$ cat config.mk
export PLATFORM = sky130hd
export DESIGN_NAME = ps2_keyboard_ascii
export DESIGN_NICKNAME = d
export VERILOG_FILES = /design/src/rtl/ps2_keyboard_ascii.sv
export SDC_FILE = /design/constraint.sdc
export NUM_CORES = 1
export LEC_CHECK = 0
export BUFFER_PORTS_ARGS = -buffer_cell sky130_fd_sc_hd__buf_2
export CORE_ASPECT_RATIO = 1.4
export CORE_MARGIN = 3
export CORE_UTILIZATION = 25
export CTS_CLUSTER_SIZE = 20
export DETAILED_ROUTE_END_ITERATION = 12
export GPL_TIMING_DRIVEN = 0
export SLEW_MARGIN = 20
export SYNTH_ARGS = -nofsm -noshare
export SYNTH_HDL_FRONTEND = slang
export SYNTH_SLANG_ARGS = --single-unit
$ cat constraint.sdc
create_clock -name clk -period 4.65 [get_ports clk]
set_input_delay 0.6975 -clock clk [delete_from_list [all_inputs] [get_ports clk]]
set_output_delay 0.6975 -clock clk [all_outputs]
set_load 0.1 [all_outputs]
$ cat src/rtl/ps2_keyboard_ascii.sv
// PS/2 keyboard receiver: conditions the raw lines, assembles 11-bit frames and
// decodes scan-code set 2 make/break sequences into ASCII press/release events.
module ps2_keyboard_ascii #(
   parameter int clk_freq                  = 33333333,
   parameter int ps2_debounce_counter_size = 8
) (
   input  logic       clk,
   input  logic       reset_n,
   input  logic       ps2_clk,
   input  logic       ps2_data,
   output logic       ascii_new,
   output logic       key_pressed,
   output logic [7:0] ascii_code
);

   localparam int N    = ps2_debounce_counter_size;
   localparam int IDLE = clk_freq / 18000;
   localparam int IW   = $clog2(IDLE + 1);
   localparam logic [IW-1:0] IDLE_MAX  = IW'(IDLE);
   localparam logic [IW-1:0] IDLE_LAST = IW'(IDLE - 1);

   logic [1:0]   rawLines;
   logic [1:0]   sync1_q, sync2_q, deb_q;
   logic [N-1:0] debCnt_q [2];

   assign rawLines = {ps2_data, ps2_clk};

   // Lines idle high; a debounced line only moves after 2^N cycles of disagreement.
   always_ff @(posedge clk or negedge reset_n) begin
      if (!reset_n) begin
         sync1_q <= '1;
         sync2_q <= '1;
         deb_q   <= '1;
         for (int i = 0; i < 2; i++) debCnt_q[i] <= '0;
      end else begin
         sync1_q <= rawLines;
         sync2_q <= sync1_q;
         for (int i = 0; i < 2; i++) begin
            if (sync2_q[i] == deb_q[i]) begin
               debCnt_q[i] <= '0;
            end else if (debCnt_q[i] == '1) begin
               deb_q[i]    <= sync2_q[i];
               debCnt_q[i] <= '0;
            end else begin
               debCnt_q[i] <= debCnt_q[i] + N'(1);
            end
         end
      end
   end

   logic          debClk, debData, prevClk_q, clkFall, idleDone, frameOk;
   logic [3:0]    bitCount_q;
   logic [10:0]   shiftReg_q;
   logic [IW-1:0] idleCnt_q;
   logic          byteValid_q;
   logic [7:0]    rxByte_q;

   assign debClk   = deb_q[0];
   assign debData  = deb_q[1];
   assign clkFall  = prevClk_q & ~debClk;
   assign idleDone = debClk && (idleCnt_q == IDLE_LAST);
   assign frameOk  = (bitCount_q == 4'd11) && !shiftReg_q[0] && shiftReg_q[10]
                     && (^shiftReg_q[9:1]);

   // Bit count saturates at 12 so an over-long frame stays invalid until idle.
   always_ff @(posedge clk or negedge reset_n) begin
      if (!reset_n) begin
         prevClk_q   <= 1'b1;
         bitCount_q  <= '0;
         shiftReg_q  <= '0;
         idleCnt_q   <= '0;
         byteValid_q <= 1'b0;
         rxByte_q    <= '0;
      end else begin
         prevClk_q   <= debClk;
         byteValid_q <= 1'b0;
         if (!debClk) idleCnt_q <= '0;
         else if (idleCnt_q != IDLE_MAX) idleCnt_q <= idleCnt_q + IW'(1);
         if (clkFall) begin
            shiftReg_q <= {debData, shiftReg_q[10:1]};
            if (bitCount_q != 4'd12) bitCount_q <= bitCount_q + 4'd1;
         end else if (idleDone) begin
            bitCount_q <= '0;
            if (frameOk) begin
               byteValid_q <= 1'b1;
               rxByte_q    <= shiftReg_q[8:1];
            end
         end
      end
   end

   logic [7:0] lc, plain, shifted;

   // Lowercase letter value, or plain/shifted pair for the other mapped keys; 0 = unmapped.
   always_comb begin
      lc      = 8'h00;
      plain   = 8'h00;
      shifted = 8'h00;
      case (rxByte_q)
         8'h1C: lc = 8'h61;  8'h32: lc = 8'h62;  8'h21: lc = 8'h63;  8'h23: lc = 8'h64;
         8'h24: lc = 8'h65;  8'h2B: lc = 8'h66;  8'h34: lc = 8'h67;  8'h33: lc = 8'h68;
         8'h43: lc = 8'h69;  8'h3B: lc = 8'h6A;  8'h42: lc = 8'h6B;  8'h4B: lc = 8'h6C;
         8'h3A: lc = 8'h6D;  8'h31: lc = 8'h6E;  8'h44: lc = 8'h6F;  8'h4D: lc = 8'h70;
         8'h15: lc = 8'h71;  8'h2D: lc = 8'h72;  8'h1B: lc = 8'h73;  8'h2C: lc = 8'h74;
         8'h3C: lc = 8'h75;  8'h2A: lc = 8'h76;  8'h1D: lc = 8'h77;  8'h22: lc = 8'h78;
         8'h35: lc = 8'h79;  8'h1A: lc = 8'h7A;
         8'h16: {plain, shifted} = {8'h31, 8'h21};
         8'h1E: {plain, shifted} = {8'h32, 8'h40};
         8'h26: {plain, shifted} = {8'h33, 8'h23};
         8'h25: {plain, shifted} = {8'h34, 8'h24};
         8'h2E: {plain, shifted} = {8'h35, 8'h25};
         8'h36: {plain, shifted} = {8'h36, 8'h5E};
         8'h3D: {plain, shifted} = {8'h37, 8'h26};
         8'h3E: {plain, shifted} = {8'h38, 8'h2A};
         8'h46: {plain, shifted} = {8'h39, 8'h28};
         8'h45: {plain, shifted} = {8'h30, 8'h29};
         8'h4E: {plain, shifted} = {8'h2D, 8'h5F};
         8'h55: {plain, shifted} = {8'h3D, 8'h2B};
         8'h41: {plain, shifted} = {8'h2C, 8'h3C};
         8'h49: {plain, shifted} = {8'h2E, 8'h3E};
         8'h4A: {plain, shifted} = {8'h2F, 8'h3F};
         8'h29: {plain, shifted} = {8'h20, 8'h20};
         8'h5A: {plain, shifted} = {8'h0D, 8'h0D};
         8'h66: {plain, shifted} = {8'h08, 8'h08};
         8'h0D: {plain, shifted} = {8'h09, 8'h09};
         8'h76: {plain, shifted} = {8'h1B, 8'h1B};
         default: ;
      endcase
   end

   logic       brk_q, brk_d, ext_q, ext_d, shift_q, shift_d, ctrl_q, ctrl_d;
   logic       caps_q, caps_d, capsDown_q, capsDown_d;
   logic       asciiNew_q, asciiNew_d, keyPressed_q, keyPressed_d;
   logic [7:0] asciiCode_q, asciiCode_d;

   // capsDown remembers a held caps key so typematic repeats do not toggle caps again.
   always_comb begin
      brk_d        = brk_q;
      ext_d        = ext_q;
      shift_d      = shift_q;
      ctrl_d       = ctrl_q;
      caps_d       = caps_q;
      capsDown_d   = capsDown_q;
      asciiNew_d   = 1'b0;
      keyPressed_d = keyPressed_q;
      asciiCode_d  = asciiCode_q;
      if (byteValid_q) begin
         if (rxByte_q == 8'hF0) begin
            brk_d = 1'b1;
         end else if (rxByte_q == 8'hE0) begin
            ext_d = 1'b1;
         end else begin
            brk_d = 1'b0;
            ext_d = 1'b0;
            if (!ext_q && (rxByte_q == 8'h12 || rxByte_q == 8'h59)) begin
               shift_d = !brk_q;
            end else if (rxByte_q == 8'h14) begin
               ctrl_d = !brk_q;
            end else if (!ext_q && rxByte_q == 8'h58) begin
               capsDown_d = !brk_q;
               if (!brk_q && !capsDown_q) caps_d = !caps_q;
            end else if (ext_q) begin
               if (rxByte_q == 8'h5A) begin
                  asciiNew_d   = 1'b1;
                  keyPressed_d = !brk_q;
                  asciiCode_d  = 8'h0D;
               end
            end else if (lc != 8'h00) begin
               asciiNew_d   = 1'b1;
               keyPressed_d = !brk_q;
               if (ctrl_q) asciiCode_d = lc - 8'h60;
               else if (shift_q ^ caps_q) asciiCode_d = lc - 8'h20;
               else asciiCode_d = lc;
            end else if (plain != 8'h00) begin
               asciiNew_d   = 1'b1;
               keyPressed_d = !brk_q;
               asciiCode_d  = shift_q ? shifted : plain;
            end
         end
      end
   end

   always_ff @(posedge clk or negedge reset_n) begin
      if (!reset_n) begin
         brk_q        <= 1'b0;
         ext_q        <= 1'b0;
         shift_q      <= 1'b0;
         ctrl_q       <= 1'b0;
         caps_q       <= 1'b0;
         capsDown_q   <= 1'b0;
         asciiNew_q   <= 1'b0;
         keyPressed_q <= 1'b0;
         asciiCode_q  <= 8'h00;
      end else begin
         brk_q        <= brk_d;
         ext_q        <= ext_d;
         shift_q      <= shift_d;
         ctrl_q       <= ctrl_d;
         caps_q       <= caps_d;
         capsDown_q   <= capsDown_d;
         asciiNew_q   <= asciiNew_d;
         keyPressed_q <= keyPressed_d;
         asciiCode_q  <= asciiCode_d;
      end
   end

   assign ascii_new   = asciiNew_q;
   assign key_pressed = keyPressed_q;
   assign ascii_code  = asciiCode_q;

endmodule

### Word-level counts from Yosys, hierarchy flattened

Cells that the tools add are included.

* input port bits: 4
* memory bits (writable): 0
* bits in latches: 0
* word-level logic and storage cells: 170
* bits in registers: 74
* output and inout port bits: 10
* bits in read-only memories: 0
* memories kept: 0

* $add $sub $neg: 6
* eq/ne operators: 64
* multiplexer cells: 39
* bitwise logic cells: 11
* $mul: 0
* shift-type cells: 0
* div/mod/pow operators: 0
* reduce and logical (&&, ||, !) cells: 29
* $lt $le $gt $ge: 0

Operator list (count)
* $eq A8 B6 Y1 const B: 23
* $pmux W7 S26: 1
* $pmux W7 S20: 1
* $eq A8 B7 Y1 const B: 17
* $pmux W6 S20: 1
* $mux W8: 11
* $eq A8 B5 Y1 const B: 9
* $eq A8 B8 Y1 const B: 4
* $mux W11: 2
* $mux W1: 20
* $add A8 B1 Y8 const B: 2
* $reduce_bool A8 Y1: 2
* $mux W4: 3
* $add A11 B1 Y11 const B: 1
* $eq A11 B11 Y1 const B: 1
* $ne A11 B11 Y1 const B: 1
* $reduce_and A2 Y1: 5
* $not A1 Y1: 9
* $reduce_xor A9 Y1: 1
* $eq A8 B4 Y1 const B: 1
* $reduce_and A8 Y1: 1
* $sub A8 B6 Y8 const B: 1
* $sub A8 B7 Y8 const B: 1
* $logic_and A1 B1 Y1: 7
* other kinds (17): 24

### Longest topological paths before layout

Gate-level depths: netlist of the first run.

* depth in word-level cells: 12
* depth in mapped cells: 11
* gate-level depth less buffers: 8

### Least setup slack after synthesis of the first run

No wires, ideal clock.

* path kind: register to register
* start: reg rxByte_q[4]
* end: reg asciiCode_q[5], in the netlist ascii_code[5]
* required time: 4.555 ns
* path slack: 1.923 ns
* arrival: 2.631 ns
* buffers on the path: 1
* library setup time: 0.095 ns
* cell stages (with the launch flop): 10
* clock period less this slack: 2.727 ns
* path through: dfrtp_1 > buf_2 > or4b_2 > o32ai_2 > a2111oi_4 > nand4_2 > inv_1 > ha_1 > o32a_1 > o31ai_1

* cells in the longest elaborated chain, start to end: 7
* elaborated cells between the ends (all ways): 76
* classes of those cells: add/sub (2); eq/ne (53); mux (9); bitwise (5); reduce/logical (7)

RTL lines
* start: declaration: RTL line 56 `logic [7:0] rxByte_q;`
* start signal: assignment: RTL line 86 `rxByte_q <= shiftReg_q[8:1];`
* $eq A8 B5 Y1 (tied with other cells): RTL line 99 `case (rxByte_q)`
* $pmux W7 S26: RTL line 99
* $sub A8 B6 Y8: RTL line 172 `else if (shift_q ^ caps_q) asciiCode_d = lc - 8'h20;`
* $mux W8: RTL line 172
* $mux W8: RTL line 171 `if (ctrl_q) asciiCode_d = lc - 8'h60;`
* $mux W8: RTL line 168 `end else if (lc != 8'h00) begin`
* $mux W8: RTL line 162 `end else if (ext_q) begin`
* end signal: assignment: RTL line 203 `asciiCode_q <= asciiCode_d;`
* end: declaration: RTL line 134 `logic [7:0] asciiCode_q, asciiCode_d;`

Parallel ways exist; a longest one is shown, timed or not. The select of a mux whose other input is x is not followed.
A chain may end at the register's enable or synchronous reset.

### Final worst setup path of the first run

* start: reg rxByte_q[5]
* end: reg asciiCode_q[5], in the netlist ascii_code[5]

The elaborated chain is that of the path after synthesis.

==> results of run 1 <==
[layout by cell type (no fill, tap or decap), types with 6 or more instances in the layout]
cell type and n:
dfrtp_1 67, nor2_1 35, nand2_1 34, buf_2 22, mux2_2 22, nand3_1 21
xnor2_1 19, o21ai_0 18, xor2_1 17, a21oi_1 13, clkbuf_1 12, inv_1 12
and2_1 10, clkbuf_16 9, nor2b_1 8, nor3_1 8, ha_1 8, buf_4 7
nand4_1 7, dfstp_2 7, and3_1 6, nand4b_1 6, o21ai_1 6
[per-layer routing]
layer  global-route usage [%]  share of wire [%]
met5                        0                  0
met4                     7.12                5.5
met3                     2.30                5.4
met2                     19.3                 51
met1                     12.6                 38
[how the worst max path moves through the flow]
stage | startpoint | endpoint | slack (ps) | depth (start not counted)
final | rxByte_q[5] | ascii_code[5] | 1470 | 9
after detailed placement | rxByte_q[5] | ascii_code[5] | 1550 | 9
after global routing | rxByte_q[5] | ascii_code[5] | 1300 | 9
after floorplan | rxByte_q[4] | ascii_code[5] | 1920 | 9
after CTS | rxByte_q[5] | ascii_code[5] | 1530 | 9
after global placement | rxByte_q[5] | ascii_code[5] | 1240 | 9
[stage by stage]
| step | util (%) | std cells | area, um2 |
|---|---|---|---|
| 6_report | 29.8 | 720 | 5210 |
| 5_1_grt | 29.8 | 720 | 5210 |
| 4_1_cts | 29.8 | 720 | 5210 |
| 3_5_place_dp | 28.0 | 704 | 4880 |
| 3_3_place_gp | 27.7 | 703 | 4840 |
| 2_1_floorplan | - | 454 | 4480 |
[sequential cells by signal (all words and copies together), names as in the netlist, 2 cells and up]
register / flops
ascii_code: 8
bitCount_q: 4
debCnt_q: 16
deb_q: 2
idleCnt_q: 11
rxByte_q: 8
shiftReg_q: 11
sync1_q: 2
sync2_q: 2
[layout make-up]
type                       count  area [um2]
buffer                        31         166
sequential                    74        1860
timing repair buffer          14        95.1
fill                        1797       12300
clock inverter                 6        90.1
inverter                      13        48.8
clock buffer                  10         239
multi-input combinational    336        2420
tap                          236         295
[critical path, cell delays in order (launching register included)]
cell      delay, ps
dfrtp_1         400
buf_2           220
nor4bb_2        820
a222oi_1        290
o221a_2         260
nand4_2         180
inv_1           100
ha_1            300
o32a_1          330
o31ai_1         190
[power by group through the flow]
stage                     Sequential (W)  Combinational, W  Clock, W
after floorplan                 0.000668        0.00000832         0
after global placement          0.000668         0.0000235         0
after detailed placement        0.000669         0.0000277         0
after CTS                       0.000657         0.0000277  0.000763
after global routing            0.000658         0.0000312  0.000804
final                           0.000657         0.0000263  0.000743
[cell families after synthesis]
| kind of cell | share of synthesized area, % |
|---|---|
| fa+ha+maj | 2.23 |
| simple gates | 24.0 |
| xor+xnor | 7.04 |
| mux | 6.11 |
| compound gates | 14.3 |
| flops | 41.5 |
| buf+inv | 4.80 |
==> run metrics, run 1 <==
status finished clean; Vias/cell 5.03; fin crit period 3180 ps; EDFF count, synth 0; sequential area share after synthesis 41.5%; Peak Freq 314 MHz; Root Buffer clkbuf_16; Async SR Flop Fraction 100%; crit path launch type flip-flop; clock tree buffer depth 2; clk slew on worst S/H paths 60 ps; post_cts resized 0; vias in the first global route 3679; hold crit path type in -> async; Global Route Usage Sum 11.2%; post-CTS setup buffers 0; Final HPWL DP 7790 um; via count 3621; Req. time, crit path 4880 ps; sw frac 19.7%; final hold violations 0; # setup viols final 0; largest net degree at the start of global routing 53; Post-synth top cells dfrtp_1 (67), nor2_1 (35), nand2_1 (34); layout cell share with drive strength beyond 1 20.9%; RSZ-0062 raised after global routing no; drt pass-1 iters 6; largest area contributor in the netlist dfrtp_1; Die ar. 0.0196 mm2; antenna cell count 0; Seq pwr share 46.1%; core area 0.0175 mm2; Synth Instances 454; skew final 8.04 ps; Max VDD drop 0.220 mV; sw power 0.000281 W; Cell Pwr Density 274 mW/mm2; initial core utilization 25.6%; average cell area after synthesis 9.87 um2; Port Buffers 13; FF-to-FF End ascii_code[5]; num rows 57; design internal power 0.00114 W; antenna violations before repair 0; Arrival @ worst endpoint 3420 ps; clock latency on the worst-skew pair 330 ps; wire length per cell 14.8 um; Slew HR 29.6%; DRT iter0 DRCs 206; mapped cell area 0.00448 mm2; Synth area leaders dfrtp_1 (37%), mux2_2 (5.5%), dfstp_2 (4.1%); hold buffer count at CTS 0; Synth Warn # 0; Critical Path Sink Type flip-flop; Crit Path Class reg -> reg; R2R depth 9; Clock power frac 52.1%; Clock Sinks 74; Leak Pwr 2.19 nW; DRC errors left 0; final total negative setup slack 0 ps; worst setup margin 1470 ps; combinational power share 1.8%; IO Pins 14; first-pass GRT wire length 18000 um; CTS buffer count 9; count leader, synth dfrtp_1; Overflow after GRT 0; actual slew at the worst max-slew pin 1040 ps; Die W 119 um; Seq cells post-synth 74; Area Overhead vs Synth 16.3%; reg-to-reg critical path startpoint rxByte_q[5]; RD Place Congestion 0.983; max-cap violation count 0; area share of the largest cell type after synthesis 37.4%; Design Power 0.00143 W; Pins Over Slew Limit 0; final worst path period share 68.5%; final net count 491; DIE HEIGHT 164 um; worst reg-to-reg setup slack 1470 ps; Post-synth top flop dfrtp_1; CTS H-tree lvls 3; CTS tree yes; syn_nets 466; Routed WL 10600 um; Hold Slack 265 ps; Routed Antenna Nets 0; dpl ws 1550 ps; Yosys cell types 72; CP max FO 10
No activity file was read; power rests on OpenSTA's default activity.
==> run 2: changes to the inputs <==
clock period = 3.3 ns   (was 4.65 ns; I/O delays follow)
==> run metrics, run 2 (synthesized netlist as in run 1, its figures left out) <==
reg-to-reg critical path startpoint rxByte_q[0]; IO Pins 14 (unchanged); RD Place Congestion 0.983 (unchanged); Global Route Usage Sum 11.2% (unchanged); FF-to-FF End ascii_code[5]; placed insts 704 (unchanged); Req. time, crit path 3530 ps (-1350 ps); most common cell after layout, fill and taps aside dfrtp_1; vias in the first global route 3679 (unchanged); Area Overhead vs Synth 16.7%; largest reg by FF count debCnt_q; # setup viols final 0 (unchanged); Routed WL 10600 um (-0.57%); post-CTS setup buffers 0 (unchanged); Largest regs debCnt_q: 16 flops, idleCnt_q: 11 flops, shiftReg_q: 11 flops; CTS H-tree lvls 3 (unchanged); sw frac 19.7% (about the same); first-pass GRT wire length 18000 um (unchanged); layout cell share with drive strength beyond 1 21.1% (+0.21 points); clock latency on the worst-skew pair 330 ps (about the same); Port Buffers 13 (unchanged); R2R depth 9 (unchanged); Vias/cell 4.99 (-0.72%); status finished clean; DRC errors left 0 (unchanged); number of flip-flops in the largest register 16 (unchanged); design internal power 0.00161 W (+41%); Crit Path Class reg -> reg; Design Power 0.00201 W (+41%); commonest cells after routing, fill and taps aside dfrtp_1 (67), nor2_1 (35), nand2_1 (34); combinational power share 1.8% (about the same); Clock power frac 52.1% (about the same); Hold Slack 62.7 ps (-203 ps); antenna cell count 0 (unchanged); core area 0.0175 mm2 (unchanged); sw power 0.000396 W (+41%); final total negative setup slack 0 ps (unchanged); CTS tree yes; CTS buffer count 9 (unchanged); hold crit path type in -> async; CP max FO 9 (-1); dpl ws 203 ps (-1350 ps); antenna violations before repair 0 (unchanged); RSZ-0062 raised after global routing no; Die W 119 um (unchanged); Leak Pwr 2.19 nW (+0.11%); Root Buffer clkbuf_16; Overflow after GRT 0 (unchanged); Seq pwr share 46.1% (about the same); final worst path period share 93.6% (+25 points); skew final 8.04 ps (-0.000200 ps); fin crit period 3090 ps (-93.9 ps); Critical Path Sink Type flip-flop; max-cap violation count 0 (unchanged); Routed Antenna Nets 0 (unchanged); via count 3595 (-0.72%); Clock Sinks 74 (unchanged); initial core utilization 25.6% (unchanged); worst reg-to-reg setup slack 210 ps (-1260 ps); DRT iter0 DRCs 227 (+10%); Peak Freq 324 MHz (+3.0%); clock tree buffer depth 2 (unchanged); Final HPWL DP 7790 um (unchanged); drt pass-1 iters 5 (-1); actual slew at the worst max-slew pin 1070 ps (+32.2 ps); crit path launch type flip-flop; Pins Over Slew Limit 0 (unchanged); final hold violations 0 (unchanged); DIE HEIGHT 164 um (unchanged); hold buffer count at CTS 0 (unchanged); clk slew on worst S/H paths 60 ps (about the same); Max VDD drop 0.310 mV (+41%); wire length per cell 14.7 um (-0.57%); num rows 57 (unchanged); Die ar. 0.0196 mm2 (unchanged); Slew HR 27.4% (-2.2 points); Arrival @ worst endpoint 3320 ps (-100 ps); worst setup margin 211 ps (-1260 ps); largest net degree at the start of global routing 53 (unchanged); final net count 491 (unchanged); Final Non-Filler Cells 720 (unchanged); Cell Pwr Density 384 mW/mm2 (+40%)
run 2: cell counts in the layout (fill, tap and decap cells not counted):
Identical to the previous run, type by type.
run 2: metrics by stage:
stage / cell area, um2 / util [%]
4_1_cts: 5210 / 29.8
3_3_place_gp: 4840 / 27.7
6_report: 5230 / 29.9
3_5_place_dp: 4880 / 28.0
2_1_floorplan: 4480 / -
5_1_grt: 5230 / 29.9
run 2: what timing repair did:
item,in CTS,in global routing
endpoints found under the hold margin,0,0
resized for setup,0,2
endpoints found under the setup margin,0,1
run 2: power by group through the flow:
stage                     clock network [W]  logic [W]  registers (W)
after detailed placement                  0  0.0000391       0.000942
after floorplan                           0  0.0000117       0.000941
after CTS                           0.00107  0.0000390       0.000926
after global routing                0.00113  0.0000440       0.000927
after global placement                    0  0.0000331       0.000942
final                               0.00105  0.0000370       0.000926
run 2: area by class of cell:
class | instances | area (um2)
clock inverter | 6 | 90.1
buffer | 31 | 166
clock buffer | 10 | 239
fill | 1796 | 12200
inverter | 13 | 48.8
sequential | 74 | 1860
tap | 236 | 295
multi-input combinational | 336 | 2430
timing repair buffer | 14 | 95.1
run 2: worst max-delay path, stage by stage (launching register included):
cell and delay [ps]:
dfrtp_1 350, buf_2 160, or4bb_1 530, a2111oi_2 720, a2111oi_4 90, nand4_2 220, inv_1 100, ha_1 300
o32a_1 330, o31ai_1 190
run 2: worst max path at each step:
stage,startpoint,slack [ps],endpoint,depth (start not counted)
2_1_floorplan,rxByte_q[4],570,ascii_code[5],9
3_3_place_gp,rxByte_q[5],-110,ascii_code[5],9
3_5_place_dp,rxByte_q[5],200,ascii_code[5],9
4_1_cts,rxByte_q[5],180,ascii_code[5],9
5_1_grt,rxByte_q[6],7,ascii_code[5],10
6_report,rxByte_q[0],210,ascii_code[5],9
run 2: layer usage:
metal  wire, um  up-vias  GRT usage [%]  share of wire (%)
met5          0        -              0                  0
met4        558        0           7.12                5.3
met3        548       40           2.30                5.2
met2       5380      126           19.3                 51
met1       4080     1730           12.6                 39
li1           -     1699              -                  -
